<file path="src/rtl/grid_map_if.sv">
// Bus bundle for grid_map: cell-write port, sweep-clear control, pixel lookup and robot status.
interface grid_map_if;
  logic       WR_EN;
  logic [7:0] WR_COORD;
  logic [1:0] WR_VALUE;
  logic       CLEAR;
  logic [9:0] PIXEL_X;
  logic [9:0] PIXEL_Y;
  logic       PIXEL_VALID;
  logic [7:0] PIXEL_COLOR;
  logic       COLOR_VALID;
  logic       BUSY;
  logic       WR_ERR;
  logic [7:0] ROBOT_COORD;
  logic       ROBOT_VLD;

  modport master (
    output WR_EN, WR_COORD, WR_VALUE, CLEAR, PIXEL_X, PIXEL_Y, PIXEL_VALID,
    input  PIXEL_COLOR, COLOR_VALID, BUSY, WR_ERR, ROBOT_COORD, ROBOT_VLD
  );

  modport slave (
    input  WR_EN, WR_COORD, WR_VALUE, CLEAR, PIXEL_X, PIXEL_Y, PIXEL_VALID,
    output PIXEL_COLOR, COLOR_VALID, BUSY, WR_ERR, ROBOT_COORD, ROBOT_VLD
  );
endinterface

</file>
<file path="src/rtl/grid_map.sv">
// Maze-state store: cell writes, robot tracking, sweep-clear and a 2-stage pixel colour lookup.
// Optional cell-border overlay enabled by defining GRID_MAP_LINES_EN.
module grid_map #(
  parameter int unsigned GRID_W     = 4,
  parameter int unsigned GRID_H     = 5,
  parameter int unsigned CELL_SHIFT = 6,
  parameter int unsigned X0         = 64,
  parameter int unsigned Y0         = 40
) (
  input  logic       CLOCK_50,
  input  logic       RESET_N,
  grid_map_if.slave  bus
);

  localparam int unsigned N_CELLS = GRID_W * GRID_H;
  localparam int unsigned IDX_W   = (N_CELLS > 1) ? $clog2(N_CELLS) : 1;
  localparam int unsigned D_W     = 11;
  localparam logic signed [D_W:0] LIM_X = 12'(GRID_W << CELL_SHIFT);
  localparam logic signed [D_W:0] LIM_Y = 12'(GRID_H << CELL_SHIFT);
  localparam logic [IDX_W-1:0]    LAST_IDX = IDX_W'(N_CELLS - 1);

  typedef enum logic [0:0] {ST_IDLE, ST_CLEARING} state_t;

  state_t                 r_state;
  logic [1:0]             r_cell [N_CELLS];
  logic [IDX_W-1:0]       r_clr_idx;
  logic                   r_busy;
  logic                   r_wr_err;
  logic [7:0]             r_robot_coord;
  logic                   r_robot_vld;
  logic                   r_v1;
  logic signed [D_W-1:0]  r_dx;
  logic signed [D_W-1:0]  r_dy;
  logic                   r_ingrid;
  logic                   r_cvalid;
  logic [7:0]             r_color;

  logic [31:0]            w_wr_lin;
  logic [31:0]            w_rb_lin;
  logic [31:0]            w_rd_lin;
  logic [IDX_W-1:0]       w_wr_idx;
  logic [IDX_W-1:0]       w_rb_idx;
  logic [IDX_W-1:0]       w_rd_idx;
  logic                   w_wr_ok;
  logic signed [D_W-1:0]  w_dx;
  logic signed [D_W-1:0]  w_dy;
  logic                   w_ingrid;
  logic [1:0]             w_rd_val;
  logic                   w_border;
  logic [7:0]             w_color;

  function automatic logic [7:0] cell_color(input logic [1:0] v);
    case (v)
      2'd0:    cell_color = 8'h49;
      2'd1:    cell_color = 8'h1C;
      2'd2:    cell_color = 8'hE0;
      default: cell_color = 8'h03;
    endcase
  endfunction

  // Clear request and busy sweep both shadow the write port
  assign w_wr_lin = 32'(bus.WR_COORD[3:0]) * GRID_W + 32'(bus.WR_COORD[7:4]);
  assign w_rb_lin = 32'(r_robot_coord[3:0]) * GRID_W + 32'(r_robot_coord[7:4]);
  assign w_wr_idx = IDX_W'(w_wr_lin);
  assign w_rb_idx = IDX_W'(w_rb_lin);
  assign w_wr_ok  = bus.WR_EN && !r_busy && !bus.CLEAR &&
                    (32'(bus.WR_COORD[7:4]) < GRID_W) && (32'(bus.WR_COORD[3:0]) < GRID_H);

  assign w_dx     = $signed({1'b0, bus.PIXEL_X}) - $signed(11'(X0));
  assign w_dy     = $signed({1'b0, bus.PIXEL_Y}) - $signed(11'(Y0));
  assign w_ingrid = !w_dx[D_W-1] && ($signed({w_dx[D_W-1], w_dx}) < LIM_X) &&
                    !w_dy[D_W-1] && ($signed({w_dy[D_W-1], w_dy}) < LIM_Y);

  assign w_rd_lin = 32'(unsigned'(r_dy) >> CELL_SHIFT) * GRID_W + 32'(unsigned'(r_dx) >> CELL_SHIFT);
  assign w_rd_idx = IDX_W'(w_rd_lin);
  assign w_rd_val = (w_rd_lin < N_CELLS) ? r_cell[w_rd_idx] : 2'd0;

`ifdef GRID_MAP_LINES_EN
  assign w_border = r_ingrid && ((r_dx[CELL_SHIFT-1:0] == '0) || (r_dy[CELL_SHIFT-1:0] == '0));
`else
  assign w_border = 1'b0;
`endif

  assign w_color = !r_ingrid ? 8'h00 : (w_border ? 8'hFF : cell_color(w_rd_val));

  // Map state, sweep-clear FSM, robot tracking and lookup pipeline
  always_ff @(posedge CLOCK_50 or negedge RESET_N) begin
    if (!RESET_N) begin
      r_state       <= ST_IDLE;
      for (int i = 0; i < int'(N_CELLS); i++) r_cell[i] <= 2'd0;
      r_clr_idx     <= '0;
      r_busy        <= 1'b0;
      r_wr_err      <= 1'b0;
      r_robot_coord <= 8'h00;
      r_robot_vld   <= 1'b0;
      r_v1          <= 1'b0;
      r_dx          <= '0;
      r_dy          <= '0;
      r_ingrid      <= 1'b0;
      r_cvalid      <= 1'b0;
      r_color       <= 8'h00;
    end else begin
      r_wr_err <= bus.WR_EN && !w_wr_ok;

      case (r_state)
        ST_IDLE: begin
          if (bus.CLEAR) begin
            r_state     <= ST_CLEARING;
            r_clr_idx   <= '0;
            r_busy      <= 1'b1;
            r_robot_vld <= 1'b0;
          end
        end
        ST_CLEARING: begin
          if (bus.CLEAR) begin
            r_clr_idx <= '0;
          end else begin
            r_cell[r_clr_idx] <= 2'd0;
            if (r_clr_idx == LAST_IDX) begin
              r_state <= ST_IDLE;
              r_busy  <= 1'b0;
            end else begin
              r_clr_idx <= r_clr_idx + IDX_W'(1);
            end
          end
        end
        default: r_state <= ST_IDLE;
      endcase

      // Only reachable in IDLE without a clear request, so never races the sweep
      if (w_wr_ok) begin
        r_cell[w_wr_idx] <= bus.WR_VALUE;
        if (bus.WR_VALUE == 2'd3) begin
          if (r_robot_vld && (r_robot_coord != bus.WR_COORD)) r_cell[w_rb_idx] <= 2'd1;
          r_robot_coord <= bus.WR_COORD;
          r_robot_vld   <= 1'b1;
        end else if (bus.WR_COORD == r_robot_coord) begin
          r_robot_vld <= 1'b0;
        end
      end

      r_v1 <= bus.PIXEL_VALID;
      if (bus.PIXEL_VALID) begin
        r_dx     <= w_dx;
        r_dy     <= w_dy;
        r_ingrid <= w_ingrid;
      end
      r_cvalid <= r_v1;
      if (r_v1) r_color <= w_color;
    end
  end

  assign bus.PIXEL_COLOR = r_color;
  assign bus.COLOR_VALID = r_cvalid;
  assign bus.BUSY        = r_busy;
  assign bus.WR_ERR      = r_wr_err;
  assign bus.ROBOT_COORD = r_robot_coord;
  assign bus.ROBOT_VLD   = r_robot_vld;

endmodule

</file>
<file path="src/flat_wrapper.sv">
// flat-port wrapper written by rule: the top's interface ports become plain ports
module grid_map_flat 
#(
  parameter int unsigned GRID_W     = 4,
  parameter int unsigned GRID_H     = 5,
  parameter int unsigned CELL_SHIFT = 6,
  parameter int unsigned X0         = 64,
  parameter int unsigned Y0         = 40
)
  (CLOCK_50, RESET_N, bus_WR_EN, bus_WR_COORD, bus_WR_VALUE, bus_CLEAR, bus_PIXEL_X, bus_PIXEL_Y, bus_PIXEL_VALID, bus_PIXEL_COLOR, bus_COLOR_VALID, bus_BUSY, bus_WR_ERR, bus_ROBOT_COORD, bus_ROBOT_VLD);
  grid_map_if bus_i ();
  input  logic CLOCK_50;
  input  logic RESET_N;
  input wire logic [$bits(bus_i.WR_EN)-1:0] bus_WR_EN;
  input wire logic [$bits(bus_i.WR_COORD)-1:0] bus_WR_COORD;
  input wire logic [$bits(bus_i.WR_VALUE)-1:0] bus_WR_VALUE;
  input wire logic [$bits(bus_i.CLEAR)-1:0] bus_CLEAR;
  input wire logic [$bits(bus_i.PIXEL_X)-1:0] bus_PIXEL_X;
  input wire logic [$bits(bus_i.PIXEL_Y)-1:0] bus_PIXEL_Y;
  input wire logic [$bits(bus_i.PIXEL_VALID)-1:0] bus_PIXEL_VALID;
  output wire logic [$bits(bus_i.PIXEL_COLOR)-1:0] bus_PIXEL_COLOR;
  output wire logic [$bits(bus_i.COLOR_VALID)-1:0] bus_COLOR_VALID;
  output wire logic [$bits(bus_i.BUSY)-1:0] bus_BUSY;
  output wire logic [$bits(bus_i.WR_ERR)-1:0] bus_WR_ERR;
  output wire logic [$bits(bus_i.ROBOT_COORD)-1:0] bus_ROBOT_COORD;
  output wire logic [$bits(bus_i.ROBOT_VLD)-1:0] bus_ROBOT_VLD;
  assign bus_i.WR_EN = bus_WR_EN;
  assign bus_i.WR_COORD = bus_WR_COORD;
  assign bus_i.WR_VALUE = bus_WR_VALUE;
  assign bus_i.CLEAR = bus_CLEAR;
  assign bus_i.PIXEL_X = bus_PIXEL_X;
  assign bus_i.PIXEL_Y = bus_PIXEL_Y;
  assign bus_i.PIXEL_VALID = bus_PIXEL_VALID;
  assign bus_PIXEL_COLOR = bus_i.PIXEL_COLOR;
  assign bus_COLOR_VALID = bus_i.COLOR_VALID;
  assign bus_BUSY = bus_i.BUSY;
  assign bus_WR_ERR = bus_i.WR_ERR;
  assign bus_ROBOT_COORD = bus_i.ROBOT_COORD;
  assign bus_ROBOT_VLD = bus_i.ROBOT_VLD;
  grid_map #(.GRID_W(GRID_W), .GRID_H(GRID_H), .CELL_SHIFT(CELL_SHIFT), .X0(X0), .Y0(Y0)) u_core (.CLOCK_50(CLOCK_50), .RESET_N(RESET_N), .bus(bus_i));
endmodule
</file>
<file path="config.mk">
export PLATFORM = sky130hd
export DESIGN_NAME = grid_map_flat
export DESIGN_NICKNAME = d
export VERILOG_FILES = /design/src/rtl/grid_map_if.sv /design/src/rtl/grid_map.sv /design/src/flat_wrapper.sv
export SDC_FILE = /design/constraint.sdc
export NUM_CORES = 1
export LEC_CHECK = 0
export ABC_CLOCK_PERIOD_IN_PS = 3600
export BUFFER_PORTS_ARGS = -buffer_cell sky130_fd_sc_hd__buf_2
export CAP_MARGIN = 10
export CELL_PAD_IN_SITES_DETAIL_PLACEMENT = 1
export CELL_PAD_IN_SITES_GLOBAL_PLACEMENT = 1
export CORE_UTILIZATION = 40
export DETAILED_ROUTE_END_ITERATION = 12
export GPL_TIMING_DRIVEN = 0
export PLACE_DENSITY_LB_ADDON = 0.1
export SLEW_MARGIN = 20
export SYNTH_ARGS = -nofsm -noshare
export SYNTH_HDL_FRONTEND = slang
export SYNTH_SLANG_ARGS = --single-unit
</file>
<file path="constraint.sdc">
create_clock -name CLOCK_50 -period 3.6 [get_ports CLOCK_50]
set_input_delay 0.72 -clock CLOCK_50 [delete_from_list [all_inputs] [get_ports CLOCK_50]]
set_output_delay 0.72 -clock CLOCK_50 [all_outputs]
set_load 0.01 [all_outputs]
</file>
==> metrics.cfg, run 1 <==
[run_status]
status=finished, final reports clean

[layout]
antenna_cells=0
final_nets=581
synthToLayoutAreaGrowth_pct=15.3
drive_gt1_share_pct=19.5
seq_area_um2=1900
stdcell_count=678
fillerInstances=1279
layout_commonest_cell=dfrtp_1
multi_input_area_um2=2540
final_util_pct=48.2
layout_common_cells=76 x dfrtp_1, 73 x nand2_1, 50 x buf_2

[power]
ir_worst_vdd_mv=0.300
fin_total_pwr_mw=2.18
p_leak_nw=2.49
p_per_area_nw_per_um2=409

[setup_path]
crit_fanout=8
cp_data_required_time_ns=3.83
worstSetupPathType=in2reg
endpoint_kind=flip-flop
crit_arrival_ns=2.95
crit_path_start_kind=primary input

[timing]
min_period_ns=2.72
rsz0062_at_grt=false
setup_viol=0
finalMaxSlewViolations=0
timing.fmax_mhz=367
layout_setup_ws_ns=0.878
finalClockSkew_ns=0.00772
tns_ns=0
slew_headroom_pct=36.0
final-hold-violation-count=0
fin_crit_sh_pct=75.6
tightestPinTransition_ns=0.953

[logic_synthesis]
ys_ff_latch=76
synth_warnings=0
ys_seq_area_share_pct=41.0
ys.flop_type=dfrtp_1
ys_types=65
synth_edf_count=0
synth_area_um2=4630
async_flop_share_pct=100
syn_nets=525
synthCells=477
synth.avg_cell_area_um2=9.71

[clocking]
cts_tree=built
clk_pin_slew_ns=0.06
cts_num_sinks=76
cts-resized-gates=0
numCtsBuffers=9
post-cts-setup-buffers=0
clk_latency_ns=0.35
htree_levels=3
hold_buffers=0
cts_buffer_depth=2
cts_root_buffer=clkbuf_16

[placement]
globalplace.congestion=0.813
portBuffers=43
place_ws_ns=0.535
dp_hpwl_um=9840
place_inst=662

[drt]
drcViolationCount=0
drtIter0Drc=184
dr.pass1.iters=4
wl_um=13300
avgRoutedWirePerCell_um=19.6
viasPerCell=5.67
ant_nets=0
num_vias=3847

[floorplan]
coreArea_um2=11100
pin_count=55
die_w_um=110
row_count=38
start_util_pct=41.8
die_y_um=110
die-area_um2=12000

[global_route]
grt_pass1_vias=4084
use_met3_pct=5.39
use_met1_pct=29.9
grt_overflow=0
grt_usage_pct=24.5
grt_pass1_wl_um=21500
grt_start_max_net_pins=40
top_usage_layer=met2
use_met2_pct=42.9
antenna_found_initial=0

[hold_path]
min_path_type=in2async

[run]
drv_cap=0

## cell type report
| cell class | instances | area share [%] |
|---|---|---|
| Inverter | 18 | 1.27 |
| Clock inverter | 1 | 0.0937 |
| Tap cell | 140 | 3.28 |
| Sequential cell | 76 | 35.6 |
| Clock buffer | 15 | 5.20 |
| Buffer | 26 | 2.48 |
| Timing Repair Buffer | 45 | 4.55 |
| Multi-Input combinational cell | 357 | 47.5 |
## metrics by stage
step / hold slack, ns / area [µm²]
CTS: 0.358 / 5340
global route: 0.397 / 5340
floorplan: 0.355 / 4630
global placement: 0.373 / 5020
finish: 0.349 / 5340
detailed placement: 0.376 / 5060
## power by group
group | leakage, nW | internal (mW) | total, mW | switching [mW]
sequential | 1.01 | 0.886 | 0.915 | 0.0284
combinational | 1.34 | 0.154 | 0.390 | 0.236
clock | 0.140 | 0.523 | 0.880 | 0.356
total | 2.49 | 1.56 | 2.18 | 0.621
## worst max-delay path, stage by stage
cell and delay (ns):
buf_2 0.13, ha_1 0.16, inv_1 0.05, fa_1 0.58
nor2b_1 0.16, buf_1 0.29, nand2_1 0.27, nor2_1 0.26
nor2_1 0.09, a221o_1 0.26
## synth_stat cells, drive strengths merged (6+ instances only)
library cell	number	area, µm²
mux4	9	218
a221o	15	150
o21ai	10	50.0
a21boi	6	48.8
a22oi	14	105
dfrtp	76	1900
nand3	22	110
mux2	9	105
a21oi	16	80.1
xor2	16	148
nand4	9	62.6
nor2	49	194
nand2	73	274
clkbuf	12	45.0
nor3b	7	62.6
inv	18	67.6
buf	14	87.6
ha	10	125
and2	11	72.6
o211ai	11	82.6
xnor2	7	61.3
## sequential cells by signal, summed over array words and instances (netlist names), 5 cells and up
register,flops
u_core.r_clr_idx,5
u_core.bus.PIXEL_COLOR,6
u_core.bus.ROBOT_COORD,8
u_core.r_dx,5
u_core.r_cell,40
u_core.r_dy,5
## final timing paths
check	from	end	slack, ns	cells past startpoint
setup / recovery	bus_WR_COORD[0]	u_core.r_cell[36]	0.88	10
hold / removal	RESET_N	u_core.bus.PIXEL_COLOR[3]	0.35	1
min in group CLOCK_50	u_core.r_v1	u_core.bus.COLOR_VALID	0.38	0
setup reg to reg	u_core.r_dx[8]	u_core.bus.PIXEL_COLOR[6]	1.00	9
max in group asynchronous	RESET_N	u_core.r_cell[27]	2.65	2
hold reg to reg	u_core.r_v1	u_core.bus.COLOR_VALID	0.38	0
## metal layers
layer / vias to the layer above / share of wire [%]
li1: 1819 / -
met3: 16 / 3.8
met1: 1932 / 43
met5: - / 0
met4: 0 / 1.7
met2: 80 / 51
## cells by family (layout without fill, tap and decap cells)
logic type      Yosys count  in the layout  synth area share (%)
simple gates            207            207                  22.6
compound gates           91             91                  15.4
flops                    76             76                  41.0
buf+inv                  44            105                  4.32
xor+xnor                 23             23                  4.51
mux                      23             23                  8.05
fa+ha+maj                13             13                  4.00
No activity file was read; power rests on OpenSTA's default activity.
==> inputs of run 2 (changes only) <==
ABC_AREA = 1   (was unset)
ABC_CLOCK_PERIOD_IN_PS = 2300   (was 3600)
CORE_UTILIZATION = 38   (was 40)
clock period = 2.3 ns   (was 3.6 ns; I/O delays follow)
==> metrics.cfg, run 2 <==
[run_status]
status=finished, violations left
failed_checks=design-rule violations

[timing]
tightestPinTransition_ns=0.788  ; -0.165 ns
fin_crit_sh_pct=92.6
timing.fmax_mhz=469
finalClockSkew_ns=0.00620  ; -0.00153 ns
rsz0062_at_grt=false
setup_viol=0  ; unchanged
layout_setup_ws_ns=0.169  ; -0.709 ns
tns_ns=0  ; unchanged
finalMaxSlewViolations=0  ; unchanged
final-hold-violation-count=0  ; unchanged
min_period_ns=2.13
slew_headroom_pct=47.1  ; +11 points

[floorplan]
row_count=39  ; +2.6%
start_util_pct=39.8  ; -2.0 points
die-area_um2=12600  ; +5.0%
coreArea_um2=11600  ; +4.8%
die_y_um=112  ; +2.5%
die_w_um=112  ; +2.5%
pin_count=55  ; unchanged

[drt]
wl_um=15400  ; +16%
num_vias=4579  ; +19%
dr.pass1.iters=8  ; +4
viasPerCell=5.31  ; -6.4%
drtIter0Drc=288  ; +57%
drcViolationCount=1  ; +1
avgRoutedWirePerCell_um=17.9  ; -8.5%
ant_nets=0  ; unchanged

[layout]
fillerInstances=1476  ; +15%
antenna_cells=0  ; unchanged
drive_gt1_share_pct=14.3  ; -5.2 points
final_cell_area_um2=5390  ; +0.94%
seq_area_um2=1900  ; unchanged
stdcell_count=862  ; +27%
largest_register_ffs=40  ; unchanged
final_nets=762  ; +31%
multi_input_area_um2=2410  ; -5.0%
layout_common_cells=215 x nand2_1, 96 x nand3_1, 76 x dfrtp_1
layout_commonest_cell=nand2_1
synthToLayoutAreaGrowth_pct=16.6
max_flop_register=u_core.r_cell

[logic_synthesis]
post-synth-top-count-cell=nand2_1
ys_types=31  ; -52%
netlist_top_cells_area=dfrtp_1 41%, nand2_1 18%, nand3_1 10%
async_flop_share_pct=100  ; unchanged
ys_ff_latch=76  ; unchanged
synth.avg_cell_area_um2=7.04  ; -28%
syn_nets=705  ; +34%
synth_warnings=0  ; unchanged
synth_edf_count=0  ; unchanged
synth_top_area_cell=dfrtp_1
synthCells=657  ; +38%
ys.flop_type=dfrtp_1
ys_top_cells_by_count=217 x nand2_1, 96 x nand3_1, 76 x dfrtp_1
ys_seq_area_share_pct=41.1  ; +0.078 points
synth_area_um2=4620  ; -0.19%
synth.top_cell.area_share_pct=41.1  ; +0.078 points

[setup_path]
r2r-start=u_core.bus.ROBOT_COORD[6]
worstSetupPathType=reg2reg
crit_path_start_kind=flip-flop
r2r_slack_ns=0.17  ; -0.83 ns
startpoint=u_core.bus.ROBOT_COORD[6]
endpoint_kind=flip-flop
r2r-end=u_core.r_cell[28]
reg2reg_depth=9  ; unchanged
crit_fanout=8  ; unchanged
crit_end=u_core.r_cell[28]
cp_data_required_time_ns=2.57  ; -1.26 ns
crit_arrival_ns=2.41  ; -0.54 ns

[power]
switching_power_mw=1.22  ; +97%
swShare_pct=32.1  ; +3.7 points
p_leak_nw=2.82  ; +13%
p_per_area_nw_per_um2=706  ; +73%
power_frac_clock_pct=39.0  ; -1.3 points
combPwrFrac_pct=21.5  ; +3.6 points
ir_worst_vdd_mv=0.374  ; +25%
sequentialPowerShare_pct=39.5  ; -2.4 points
fin_total_pwr_mw=3.81  ; +74%
internal_power_mw=2.58  ; +65%

[clocking]
cts_num_sinks=76  ; unchanged
cts_root_buffer=clkbuf_16
hold_buffers=0  ; unchanged
cts_buffer_depth=2  ; unchanged
post-cts-setup-buffers=0  ; unchanged
clk_pin_slew_ns=0.06  ; about the same
clk_latency_ns=0.34  ; about the same
numCtsBuffers=9  ; unchanged
cts_tree=built
htree_levels=3  ; unchanged

[global_route]
use_met2_pct=43.4  ; +0.50 points
grt_overflow=0  ; unchanged
grt_pass1_vias=4835  ; +18%
grt_start_max_net_pins=41  ; +2.5%
top_usage_layer=met2
use_met1_pct=36.5  ; +6.5 points
grt_pass1_wl_um=25400  ; +18%
grt_usage_pct=26.3  ; +1.8 points
use_met3_pct=2.54  ; -2.9 points
antenna_found_initial=0  ; unchanged

[placement]
dp_hpwl_um=11400  ; +16%
dpl_cell_area_um2=5050  ; -0.12%
place_ws_ns=-0.200  ; -0.736 ns
globalplace.congestion=0.821  ; +0.98%
portBuffers=45  ; +4.7%
place_inst=846  ; +28%

[hold_path]
min_path_type=in2async

[run]
drv_cap=0  ; unchanged

-- run 2: kinds of logic (layout without fill, tap and decap cells) --
group	count (synthesis)	after routing	synth area share (%)
buffers and inverters	84	146	7.49
adders and majority gates	13	13	4.00
AOI/OAI and AO/OA	72	72	8.01
DFF	76	76	41.1
xor gates and xnor gates	9	9	1.70
and+or+nand+nor	403	403	37.7
-- run 2: routing by layer --
metal	share of wire (%)	up-vias	routed length (µm)
met1	48	2264	7450
met5	0	-	0
met4	1.8	0	280
met3	2.7	20	421
li1	-	2222	-
met2	47	73	7260
-- run 2: cell type report --
type,instances,share of cell area (%)
repair buffers,46,4.60
plain buffers,16,1.69
clock inverters,3,0.812
inverters,68,4.74
well taps,143,3.32
flip-flops and latches,76,35.3
clock buffers,13,4.83
multi-input cells,497,44.7
-- run 2: per-stage QoR --
stage	util, %	hold WS (ns)
6_report	46.4	0.0940
5_1_grt	46.4	0.131
4_1_cts	46.2	0.114
3_5_place_dp	43.5	0.396
3_3_place_gp	43.3	0.386
2_1_floorplan	-	0.164
-- run 2: power groups by stage --
stage / logic (mW) / registers (mW) / clock network [mW]
2_1_floorplan: 0.500 / 1.51 / 0
3_3_place_gp: 0.757 / 1.52 / 0
3_5_place_dp: 0.794 / 1.53 / 0
4_1_cts: 0.803 / 1.50 / 1.51
5_1_grt: 0.916 / 1.52 / 1.55
6_report: 0.820 / 1.50 / 1.48
-- run 2: worst max-delay path, cell delays in order (launching register included) --
cell and delay (ns):
dfrtp_1 0.41, ha_1 0.17, inv_1 0.05, fa_1 0.52, inv_1 0.05, nor2_1 0.10, inv_1 0.10, nor3_4 0.42
nand2_1 0.13, nand3_1 0.10
-- run 2: worst min-delay path by stage --
| stage | endpoint | from | slack (ns) |
|---|---|---|---|
| after global routing | u_core.r_cell[37] | RESET_N | 0.13 |
| final | u_core.r_cell[37] | RESET_N | 0.09 |
| after detailed placement | u_core.bus.COLOR_VALID | u_core.r_v1 | 0.40 |
| after global placement | u_core.bus.COLOR_VALID | u_core.r_v1 | 0.39 |
| after CTS | u_core.r_cell[37] | RESET_N | 0.11 |
| after floorplan | u_core.bus.BUSY | RESET_N | 0.16 |
-- run 2: what timing repair did --
action / in CTS / in global routing
setup endpoints to repair: 6 / 18
pin swaps: 0 / 1
gates resized for setup: 1 / 6
